**config.mk**
```make
export PLATFORM = sky130hd
export DESIGN_NAME = lsu_mem_queue_flat
export DESIGN_NICKNAME = d
export VERILOG_FILES = /design/src/rtl/lsu_mem_queue_if.sv /design/src/rtl/lsu_mem_queue.sv /design/src/flat_wrapper.sv
export SDC_FILE = /design/constraint.sdc
export NUM_CORES = 1
export LEC_CHECK = 0
export CAP_MARGIN = 40
export CORE_AREA = 4 4 216 239
export DETAILED_ROUTE_END_ITERATION = 16
export DIE_AREA = 0 0 220 243
export HOLD_SLACK_MARGIN = 0.05
export MAX_ROUTING_LAYER = met4
export PLACE_DENSITY = 0.81
export SLEW_MARGIN = 5
export SYNTH_ARGS = -nofsm -noshare
export SYNTH_HDL_FRONTEND = slang
export SYNTH_SLANG_ARGS = --single-unit
export TNS_END_PERCENT = 20
```
**constraint.sdc**
```tcl
create_clock -name clk -period 16.2 [get_ports clk]
set_clock_uncertainty 0.05 [all_clocks]
set_input_delay 1.62 -clock clk [delete_from_list [all_inputs] [get_ports clk]]
set_output_delay 1.62 -clock clk [all_outputs]
set_load 0.02 [all_outputs]
```
**src/rtl/lsu_mem_queue_if.sv**
```systemverilog
// Bundles the LSU queue's request, wakeup, PRF, memory and completion signals.
// Parameters: INST_ID_BITS, PRN_BITS, WB_PORTS (must match the lsu_mem_queue instance).
// Modports:
//   master - the core/memory side: drives enqueue, wakeup, PRF data and memory
//            read responses; observes everything the queue produces.
//   slave  - the lsu_mem_queue side.
// Signal groups:
//   enq_*        decoded memory op offered to the queue (valid/ready handshake)
//   wb_*         external wakeup broadcast ports
//   prf_*        head operand read (prn out, data back in the same cycle)
//   mem_*        single-outstanding memory read/write port
//   out_*        completion / PRF write-back port
interface lsu_mem_queue_if #(
    parameter int unsigned INST_ID_BITS = 6,
    parameter int unsigned PRN_BITS     = 6,
    parameter int unsigned WB_PORTS     = 4
);
    logic                                enq_valid;
    logic                                enq_ready;
    logic [INST_ID_BITS-1:0]             enq_inst_id;
    logic                                enq_is_store;
    logic [PRN_BITS-1:0]                 enq_base_prn;
    logic                                enq_base_rdy;
    logic [PRN_BITS-1:0]                 enq_data_prn;
    logic                                enq_data_rdy;
    logic [PRN_BITS-1:0]                 enq_dst_prn;
    logic [11:0]                         enq_offset;

    logic [WB_PORTS-1:0]                 wb_valid;
    logic [WB_PORTS-1:0][PRN_BITS-1:0]   wb_prn;

    logic [1:0][PRN_BITS-1:0]            prf_read_prn;
    logic [1:0][63:0]                    prf_op;

    logic                                mem_ren;
    logic [63:0]                         mem_raddr;
    logic                                mem_rvalid;
    logic [63:0]                         mem_rdata;
    logic                                mem_wen;
    logic [63:0]                         mem_waddr;
    logic [63:0]                         mem_wdata;

    logic                                out_valid;
    logic [INST_ID_BITS-1:0]             out_inst_id;
    logic                                out_wen;
    logic [PRN_BITS-1:0]                 out_prn;
    logic [63:0]                         out_data;
    logic                                out_err;

    modport master (
        output enq_valid, enq_inst_id, enq_is_store, enq_base_prn, enq_base_rdy,
               enq_data_prn, enq_data_rdy, enq_dst_prn, enq_offset,
               wb_valid, wb_prn, prf_op, mem_rvalid, mem_rdata,
        input  enq_ready, prf_read_prn, mem_ren, mem_raddr, mem_wen, mem_waddr,
               mem_wdata, out_valid, out_inst_id, out_wen, out_prn, out_data, out_err
    );

    modport slave (
        input  enq_valid, enq_inst_id, enq_is_store, enq_base_prn, enq_base_rdy,
               enq_data_prn, enq_data_rdy, enq_dst_prn, enq_offset,
               wb_valid, wb_prn, prf_op, mem_rvalid, mem_rdata,
        output enq_ready, prf_read_prn, mem_ren, mem_raddr, mem_wen, mem_waddr,
               mem_wdata, out_valid, out_inst_id, out_wen, out_prn, out_data, out_err
    );
endinterface

```
**src/rtl/lsu_mem_queue.sv**
```systemverilog
// In-order load/store issue queue fused with a single-outstanding memory FSM.
// Holds up to QUEUE_DEPTH decoded ops, tracks base/data operand readiness from
// the WB_PORTS wakeup buses and its own load completions, issues the head op
// when ready, and returns load data on the completion port.
// Ports:
//   clk  - clock
//   rst  - asynchronous reset, active-high
//   bus  - lsu_mem_queue_if.slave (enqueue, wakeup, PRF read, memory, completion)
// Optional feature:
//   LSU_LOAD_TIMEOUT_EN - when defined, a load waiting TIMEOUT_CYCLES cycles
//   without read data completes with out_err=1; otherwise loads wait forever
//   and out_err is tied low.
module lsu_mem_queue #(
    parameter int unsigned INST_ID_BITS   = 6,
    parameter int unsigned PRN_BITS       = 6,
    parameter int unsigned QUEUE_DEPTH    = 4,
    parameter int unsigned WB_PORTS       = 4,
    parameter int unsigned TIMEOUT_CYCLES = 64
) (
    input  logic         clk,
    input  logic         rst,
    lsu_mem_queue_if.slave bus
);
    localparam int unsigned AW = (QUEUE_DEPTH > 1) ? $clog2(QUEUE_DEPTH) : 1;
    localparam int unsigned PW = AW + 1;

    typedef struct packed {
        logic [INST_ID_BITS-1:0] inst_id;
        logic                    is_store;
        logic [PRN_BITS-1:0]     base_prn;
        logic                    base_rdy;
        logic [PRN_BITS-1:0]     data_prn;
        logic                    data_rdy;
        logic [PRN_BITS-1:0]     dst_prn;
        logic [11:0]             offset;
    } entry_t;

    typedef enum logic [0:0] {
        IDLE    = 1'b0,
        LD_WAIT = 1'b1
    } state_t;

    state_t          state, state_d;
    entry_t          q [QUEUE_DEPTH];
    entry_t          head_e;
    entry_t          enq_entry;
    logic [PW-1:0]   head, tail, count;
    logic            enq_fire;
    logic            pop;
    logic            self_v;
    logic            head_base_ok, head_data_ok, head_rdy;
    logic [63:0]     ea;

    // next values of the registered outputs
    logic                    mem_ren_d, mem_wen_d;
    logic [63:0]             mem_raddr_d, mem_waddr_d, mem_wdata_d;
    logic                    out_valid_d, out_wen_d;
    logic [INST_ID_BITS-1:0] out_inst_d;
    logic [PRN_BITS-1:0]     out_prn_d;
    logic [63:0]             out_data_d;

`ifdef LSU_LOAD_TIMEOUT_EN
    localparam int unsigned TW = $clog2(TIMEOUT_CYCLES + 1);
    logic [TW-1:0] tmo_cnt, tmo_d;
    logic          out_err_d;
`else
    logic unused_timeout_cfg;
    assign unused_timeout_cfg = |TIMEOUT_CYCLES;
`endif

    // True when prn is being produced this cycle by a wakeup port or our own load completion.
    function automatic logic wakes(
        input logic [PRN_BITS-1:0]               prn,
        input logic [WB_PORTS-1:0]               wv,
        input logic [WB_PORTS-1:0][PRN_BITS-1:0] wp,
        input logic                              sv,
        input logic [PRN_BITS-1:0]               sp
    );
        logic hit;
        hit = sv && (sp == prn);
        for (int i = 0; i < WB_PORTS; i++) begin
            if (wv[i] && (wp[i] == prn)) hit = 1'b1;
        end
        return hit;
    endfunction

    // Occupancy from wrap-bit pointers; enq_ready reflects the pre-edge count.
    assign count         = tail - head;
    assign bus.enq_ready = (count < PW'(QUEUE_DEPTH));
    assign enq_fire      = bus.enq_valid & bus.enq_ready;
    assign head_e        = q[head[AW-1:0]];
    assign self_v        = bus.out_valid & bus.out_wen;

    assign bus.prf_read_prn[0] = head_e.base_prn;
    assign bus.prf_read_prn[1] = head_e.data_prn;

    // Own completion is bypassed into head readiness so a dependent load issues
    // in the same cycle its producer's data is written back.
    assign head_base_ok = head_e.base_rdy | (self_v && (bus.out_prn == head_e.base_prn));
    assign head_data_ok = head_e.data_rdy | (self_v && (bus.out_prn == head_e.data_prn));
    assign head_rdy     = (count != '0) && head_base_ok && (head_e.is_store ? head_data_ok : 1'b1);
    assign ea           = bus.prf_op[0] + {{52{head_e.offset[11]}}, head_e.offset};

    // Incoming entry snoops same-cycle wakeups so it cannot miss a broadcast.
    always_comb begin
        enq_entry.inst_id  = bus.enq_inst_id;
        enq_entry.is_store = bus.enq_is_store;
        enq_entry.base_prn = bus.enq_base_prn;
        enq_entry.base_rdy = bus.enq_base_rdy |
                             wakes(bus.enq_base_prn, bus.wb_valid, bus.wb_prn, self_v, bus.out_prn);
        enq_entry.data_prn = bus.enq_data_prn;
        enq_entry.data_rdy = bus.enq_data_rdy |
                             wakes(bus.enq_data_prn, bus.wb_valid, bus.wb_prn, self_v, bus.out_prn);
        enq_entry.dst_prn  = bus.enq_dst_prn;
        enq_entry.offset   = bus.enq_offset;
    end

    // Queue storage, wakeup tracking and pointers.
    always_ff @(posedge clk or posedge rst) begin
        if (rst) begin
            head <= '0;
            tail <= '0;
            for (int i = 0; i < QUEUE_DEPTH; i++) q[i] <= '0;
        end else begin
            for (int i = 0; i < QUEUE_DEPTH; i++) begin
                if (wakes(q[i].base_prn, bus.wb_valid, bus.wb_prn, self_v, bus.out_prn))
                    q[i].base_rdy <= 1'b1;
                if (wakes(q[i].data_prn, bus.wb_valid, bus.wb_prn, self_v, bus.out_prn))
                    q[i].data_rdy <= 1'b1;
            end
            if (enq_fire) begin
                q[tail[AW-1:0]] <= enq_entry;
                tail            <= tail + PW'(1);
            end
            if (pop) head <= head + PW'(1);
        end
    end

    // FSM state register.
    always_ff @(posedge clk or posedge rst) begin
        if (rst) state <= IDLE;
        else     state <= state_d;
    end

    // Next state, pop decision and next registered-output values.
    always_comb begin
        state_d     = state;
        pop         = 1'b0;
        mem_ren_d   = 1'b0;
        mem_wen_d   = 1'b0;
        mem_raddr_d = bus.mem_raddr;
        mem_waddr_d = bus.mem_waddr;
        mem_wdata_d = bus.mem_wdata;
        out_valid_d = 1'b0;
        out_wen_d   = 1'b0;
        out_inst_d  = bus.out_inst_id;
        out_prn_d   = bus.out_prn;
        out_data_d  = bus.out_data;
`ifdef LSU_LOAD_TIMEOUT_EN
        out_err_d   = 1'b0;
        tmo_d       = tmo_cnt;
`endif
        case (state)
            IDLE: begin
                if (head_rdy) begin
                    if (head_e.is_store) begin
                        mem_wen_d   = 1'b1;
                        mem_waddr_d = ea;
                        mem_wdata_d = bus.prf_op[1];
                        out_valid_d = 1'b1;
                        out_inst_d  = head_e.inst_id;
                        pop         = 1'b1;
                    end else begin
                        // Load stays at the head until its data (or timeout) returns.
                        mem_ren_d   = 1'b1;
                        mem_raddr_d = ea;
                        state_d     = LD_WAIT;
`ifdef LSU_LOAD_TIMEOUT_EN
                        tmo_d       = '0;
`endif
                    end
                end
            end
            LD_WAIT: begin
                // Response is not accepted in the request cycle itself.
                if (bus.mem_rvalid && !bus.mem_ren) begin
                    pop         = 1'b1;
                    out_valid_d = 1'b1;
                    out_wen_d   = 1'b1;
                    out_inst_d  = head_e.inst_id;
                    out_prn_d   = head_e.dst_prn;
                    out_data_d  = bus.mem_rdata;
                    state_d     = IDLE;
                end
`ifdef LSU_LOAD_TIMEOUT_EN
                else if (tmo_cnt == TW'(TIMEOUT_CYCLES - 1)) begin
                    pop         = 1'b1;
                    out_valid_d = 1'b1;
                    out_err_d   = 1'b1;
                    out_inst_d  = head_e.inst_id;
                    state_d     = IDLE;
                end else begin
                    tmo_d       = tmo_cnt + TW'(1);
                end
`endif
            end
            default: state_d = IDLE;
        endcase
    end

    // Registered memory and completion outputs; strobes pulse, data holds.
    always_ff @(posedge clk or posedge rst) begin
        if (rst) begin
            bus.mem_ren     <= 1'b0;
            bus.mem_raddr   <= '0;
            bus.mem_wen     <= 1'b0;
            bus.mem_waddr   <= '0;
            bus.mem_wdata   <= '0;
            bus.out_valid   <= 1'b0;
            bus.out_wen     <= 1'b0;
            bus.out_inst_id <= '0;
            bus.out_prn     <= '0;
            bus.out_data    <= '0;
        end else begin
            bus.mem_ren     <= mem_ren_d;
            bus.mem_raddr   <= mem_raddr_d;
            bus.mem_wen     <= mem_wen_d;
            bus.mem_waddr   <= mem_waddr_d;
            bus.mem_wdata   <= mem_wdata_d;
            bus.out_valid   <= out_valid_d;
            bus.out_wen     <= out_wen_d;
            bus.out_inst_id <= out_inst_d;
            bus.out_prn     <= out_prn_d;
            bus.out_data    <= out_data_d;
        end
    end

`ifdef LSU_LOAD_TIMEOUT_EN
    // Load wait counter and error flag.
    always_ff @(posedge clk or posedge rst) begin
        if (rst) begin
            tmo_cnt     <= '0;
            bus.out_err <= 1'b0;
        end else begin
            tmo_cnt     <= tmo_d;
            bus.out_err <= out_err_d;
        end
    end
`else
    assign bus.out_err = 1'b0;
`endif

endmodule

```
**src/flat_wrapper.sv**
```systemverilog
// flat-port wrapper written by rule: the top's interface ports become plain ports
module lsu_mem_queue_flat 
#(
    parameter int unsigned INST_ID_BITS   = 6,
    parameter int unsigned PRN_BITS       = 6,
    parameter int unsigned QUEUE_DEPTH    = 4,
    parameter int unsigned WB_PORTS       = 4,
    parameter int unsigned TIMEOUT_CYCLES = 64
)
  (clk, rst, bus_enq_valid, bus_enq_inst_id, bus_enq_is_store, bus_enq_base_prn, bus_enq_base_rdy, bus_enq_data_prn, bus_enq_data_rdy, bus_enq_dst_prn, bus_enq_offset, bus_wb_valid, bus_wb_prn, bus_prf_op, bus_mem_rvalid, bus_mem_rdata, bus_enq_ready, bus_prf_read_prn, bus_mem_ren, bus_mem_raddr, bus_mem_wen, bus_mem_waddr, bus_mem_wdata, bus_out_valid, bus_out_inst_id, bus_out_wen, bus_out_prn, bus_out_data, bus_out_err);
  lsu_mem_queue_if #(.INST_ID_BITS(INST_ID_BITS), .PRN_BITS(PRN_BITS), .WB_PORTS(WB_PORTS)) bus_i ();
  input  logic clk;
  input  logic rst;
  input wire logic [$bits(bus_i.enq_valid)-1:0] bus_enq_valid;
  input wire logic [$bits(bus_i.enq_inst_id)-1:0] bus_enq_inst_id;
  input wire logic [$bits(bus_i.enq_is_store)-1:0] bus_enq_is_store;
  input wire logic [$bits(bus_i.enq_base_prn)-1:0] bus_enq_base_prn;
  input wire logic [$bits(bus_i.enq_base_rdy)-1:0] bus_enq_base_rdy;
  input wire logic [$bits(bus_i.enq_data_prn)-1:0] bus_enq_data_prn;
  input wire logic [$bits(bus_i.enq_data_rdy)-1:0] bus_enq_data_rdy;
  input wire logic [$bits(bus_i.enq_dst_prn)-1:0] bus_enq_dst_prn;
  input wire logic [$bits(bus_i.enq_offset)-1:0] bus_enq_offset;
  input wire logic [$bits(bus_i.wb_valid)-1:0] bus_wb_valid;
  input wire logic [$bits(bus_i.wb_prn)-1:0] bus_wb_prn;
  input wire logic [$bits(bus_i.prf_op)-1:0] bus_prf_op;
  input wire logic [$bits(bus_i.mem_rvalid)-1:0] bus_mem_rvalid;
  input wire logic [$bits(bus_i.mem_rdata)-1:0] bus_mem_rdata;
  output wire logic [$bits(bus_i.enq_ready)-1:0] bus_enq_ready;
  output wire logic [$bits(bus_i.prf_read_prn)-1:0] bus_prf_read_prn;
  output wire logic [$bits(bus_i.mem_ren)-1:0] bus_mem_ren;
  output wire logic [$bits(bus_i.mem_raddr)-1:0] bus_mem_raddr;
  output wire logic [$bits(bus_i.mem_wen)-1:0] bus_mem_wen;
  output wire logic [$bits(bus_i.mem_waddr)-1:0] bus_mem_waddr;
  output wire logic [$bits(bus_i.mem_wdata)-1:0] bus_mem_wdata;
  output wire logic [$bits(bus_i.out_valid)-1:0] bus_out_valid;
  output wire logic [$bits(bus_i.out_inst_id)-1:0] bus_out_inst_id;
  output wire logic [$bits(bus_i.out_wen)-1:0] bus_out_wen;
  output wire logic [$bits(bus_i.out_prn)-1:0] bus_out_prn;
  output wire logic [$bits(bus_i.out_data)-1:0] bus_out_data;
  output wire logic [$bits(bus_i.out_err)-1:0] bus_out_err;
  assign bus_i.enq_valid = bus_enq_valid;
  assign bus_i.enq_inst_id = bus_enq_inst_id;
  assign bus_i.enq_is_store = bus_enq_is_store;
  assign bus_i.enq_base_prn = bus_enq_base_prn;
  assign bus_i.enq_base_rdy = bus_enq_base_rdy;
  assign bus_i.enq_data_prn = bus_enq_data_prn;
  assign bus_i.enq_data_rdy = bus_enq_data_rdy;
  assign bus_i.enq_dst_prn = bus_enq_dst_prn;
  assign bus_i.enq_offset = bus_enq_offset;
  assign bus_i.wb_valid = bus_wb_valid;
  assign bus_i.wb_prn = bus_wb_prn;
  assign bus_i.prf_op = bus_prf_op;
  assign bus_i.mem_rvalid = bus_mem_rvalid;
  assign bus_i.mem_rdata = bus_mem_rdata;
  assign bus_enq_ready = bus_i.enq_ready;
  assign bus_prf_read_prn = bus_i.prf_read_prn;
  assign bus_mem_ren = bus_i.mem_ren;
  assign bus_mem_raddr = bus_i.mem_raddr;
  assign bus_mem_wen = bus_i.mem_wen;
  assign bus_mem_waddr = bus_i.mem_waddr;
  assign bus_mem_wdata = bus_i.mem_wdata;
  assign bus_out_valid = bus_i.out_valid;
  assign bus_out_inst_id = bus_i.out_inst_id;
  assign bus_out_wen = bus_i.out_wen;
  assign bus_out_prn = bus_i.out_prn;
  assign bus_out_data = bus_i.out_data;
  assign bus_out_err = bus_i.out_err;
  lsu_mem_queue #(.INST_ID_BITS(INST_ID_BITS), .PRN_BITS(PRN_BITS), .QUEUE_DEPTH(QUEUE_DEPTH), .WB_PORTS(WB_PORTS), .TIMEOUT_CYCLES(TIMEOUT_CYCLES)) u_core (.clk(clk), .rst(rst), .bus(bus_i));
endmodule
```
==> run_results.csv <==
group,metric,value,unit
die,ios,549,
die,die_y,243,µm
routing,avgRoutedWirePerCell,24.8,µm
routing,drtIter0Drc,1649,
power_and_ir_drop,p_leak,13.7,nW
global_routing,grtUsageTotal,0.317,
critical_path,critPathArrivalTime,5.77,ns
placed_design,port_buffers,547,
critical_path,cp_num_buf_inv,2,
logic_synthesis,synth_area_leader_cell,"dfrtp_1",
layout,nets,3047,
logic_synthesis,synth-edff-count,0,
clocking,clkTransAtPathRegs,0.07,ns
logic_synthesis,yosysUniqueCellTypes,70,
placed_design,post-dp-hpwl,62.4,mm
clocking,cts_buffers,47,
clocking,cts.sinks,435,
critical_path,slowest_delay,0.68,ns
logic_synthesis,yosysTopAreaCellShare,0.430,
layout,final_cell_mix,"clkdlybuf4s50_1, dfrtp_1, nand2_1",
routing,final_antenna_net_count,0,
clocking,cts_setup_buffers,0,
sta,max_freq,0.185,GHz
sta,fin_tns_setup,0,ns
logic_synthesis,ys_seq_elements,435,
die,row_count,85,
layout,finalNonFillerCells,3404,
global_routing,grt_max_degree,177,
critical_path,required,16.57,ns
run_status,status,"finished, final reports clean",
sta,timing.final.ws_setup,10.80,ns
clocking,cts-hold-fix-buffers,0,
power_and_ir_drop,ir_drop,0.000145,V
layout,nFillCells,3665,
logic_synthesis,syn_area,25300,µm²
power_and_ir_drop,p_per_area,267,nW/µm²
logic_synthesis,yosysSeqAreaShare,0.430,
global_routing,grt_pass1_vias,20800,
critical_path,crit_type,"register to register",
critical_path,slowest_stage,"dfrtp_2",
die,start_util,0.517,
placed_design,place_ws,10.83,ns
logic_synthesis,synthFlopType,"dfrtp_1",
routing,via_count,19900,
worst_hold_path,hp-class,"register to register",
critical_path,cpMostUsedCell,"buf_4",
clocking,cts_tree,"built",
routing,drc,0,
logic_synthesis,syn_inst,2294,
clocking,root_buffer,"clkbuf_16",
sta,finalHoldViolCount,0,
clocking,clk_latency,0.59,ns
global_routing,antenna_found_initial,4,
die,die_area,53500,µm²
logic_synthesis,synth_area_leaders,"dfrtp_1, mux2_2, xnor2_1",
routing,avgViaCountPerCell,5.85,
critical_path,crit_chain,"buf_4, mux4_2, buf_4, ha_1, a21oi_1, o21ai_0, o32a_1, a221oi_1, o221ai_1, a31oi_1, o21ai_1, xnor2_1, mux2i_1",
die,core,48900,µm²
sta,setup_viol,0,
sta,slew-limit-headroom,0.269,
logic_synthesis,synth_async_sr_flop_share,1.00,
placed_design,dp_cells,3314,
global_routing,gr-total-overflow,0,
critical_path,rrSetupSlack,10.80,ns
layout,mostFrequentLayoutCell,"clkdlybuf4s50_1",
clocking,cts_buffer_depth,3,
critical_path,end_kind,"register",
layout,final_layout_size_suffix_gt1_frac,0.176,
clocking,cts.repair.resized,0,
flow_run,drv_cap,0,
logic_synthesis,syn_avg_cell_area,11.0,µm²
sta,worstMarginPinSlew,1.10,ns
layout,syn2layout_area_growth,28.4,%
global_routing,grt_pass1_wl,128,mm
power_and_ir_drop,total_power,8.68,mW
placed_design,place_congestion,1.00,
sta,period_share,0.333,
sta,rsz0062_at_grt,"false",
critical_path,start_kind,"register",
clocking,htreeDepth,2,
layout,fin_util,0.664,
critical_path,path_delay_family,"compound AO/OA/AOI/OAI gates",
logic_synthesis,yosysWarnings,0,
routing,routed_wirelength,84.3,mm
sta,min_period,5.40,ns
logic_synthesis,syn_nets,2628,
die,fp.dieW,220,µm
sta,slew_viol_final,0,
routing,first_pass_iters,5,
critical_path,worstPathMaxFanout,53,
## kinds of logic after synthesis
family,count (synthesis),synth area share
buf+inv,245,0.0476
compound gates,270,0.0683
mux,378,0.192
other cells,1,0.000148
flops,435,0.430
xor+xnor,380,0.131
fa+ha+maj,71,0.0357
simple gates,514,0.0944
## stage by stage
stage	area, µm²	hold WS [ns]
floorplan	25300	0.415
global route	32500	0.438
global placement	30700	0.407
CTS	32500	0.426
detailed placement	30900	0.411
finish	32500	0.422
## sequential cells by signal (all words and copies together), names as in the netlist
name,count
u_core.bus.mem_raddr,64
u_core.bus.mem_wen,1
u_core.bus.out_prn,6
u_core.bus.out_valid,1
u_core.q,156
u_core.bus.mem_waddr,64
u_core.bus.out_inst_id,6
u_core.bus.mem_wdata,64
u_core.tail,3
u_core.state,1
u_core.bus.out_wen,1
u_core.bus.out_data,64
u_core.head,3
u_core.bus.mem_ren,1
## power breakdown
part / internal (mW) / leakage [nW] / total, mW / switching (mW)
logic: 2.53 / 7.70 / 5.42 / 2.89
registers: 1.66 / 5.20 / 2.18 / 0.521
clock network: 0.626 / 0.764 / 1.08 / 0.456
## final timing paths
check | startpoint | end | depth (start not counted)
max | u_core.head[0] | u_core.bus.mem_waddr[62] | 13
min | u_core.bus.out_data[41] | u_core.bus.out_data[41] | 2
max reg2reg | u_core.head[0] | u_core.bus.mem_waddr[62] | 13
min reg2reg | u_core.bus.out_data[41] | u_core.bus.out_data[41] | 2
max in group asynchronous | rst | u_core.bus.mem_raddr[22] | 6
min in group asynchronous | rst | u_core.bus.out_wen | 2
## Yosys cell counts (7+ instances only)
cell and instances:
buf_6 7, a31oi_1 23, nor3_1 13, ha_1 69
xnor2_1 211, o211ai_1 9, mux2i_1 17, nand2_1 272
a21o_1 20, o21bai_1 15, inv_1 37, o21ai_0 51
nand4_1 62, buf_1 53, clkbuf_1 100, a21oi_1 88
dfrtp_1 435, o21a_1 11, xor2_1 169, buf_4 22
buf_12 8, mux2_4 61, mux2_1 7, mux4_2 36
nand3_1 23, buf_2 14, nor2_1 52, mux2_2 257
nor4_1 57
## cell type report
class                           count  area, µm²  area share
Tap cell                          652        816      0.0251
Multi-Input combinational cell   1614      13200       0.408
Clock inverter                     24        228     0.00701
Sequential cell                   435      10900       0.335
Inverter                           39        154     0.00473
Antenna cell                        3       7.51    0.000231
Timing Repair Buffer              576       5840       0.180
Clock buffer                       61       1320      0.0406
## per-layer routing
metal | global-route usage | part of all wire
met5 | - | 0
met2 | 0.524 | 0.49
met4 | 0.125 | 0.044
met3 | 0.0668 | 0.082
met1 | 0.382 | 0.38
## tightest hold or removal path, cell delays in order (launching register included)
cell	delay [ns]
dfrtp_1	0.34
nand2_1	0.05
nand2_1	0.06
Note: power is estimated with default switching activity, not from simulation.
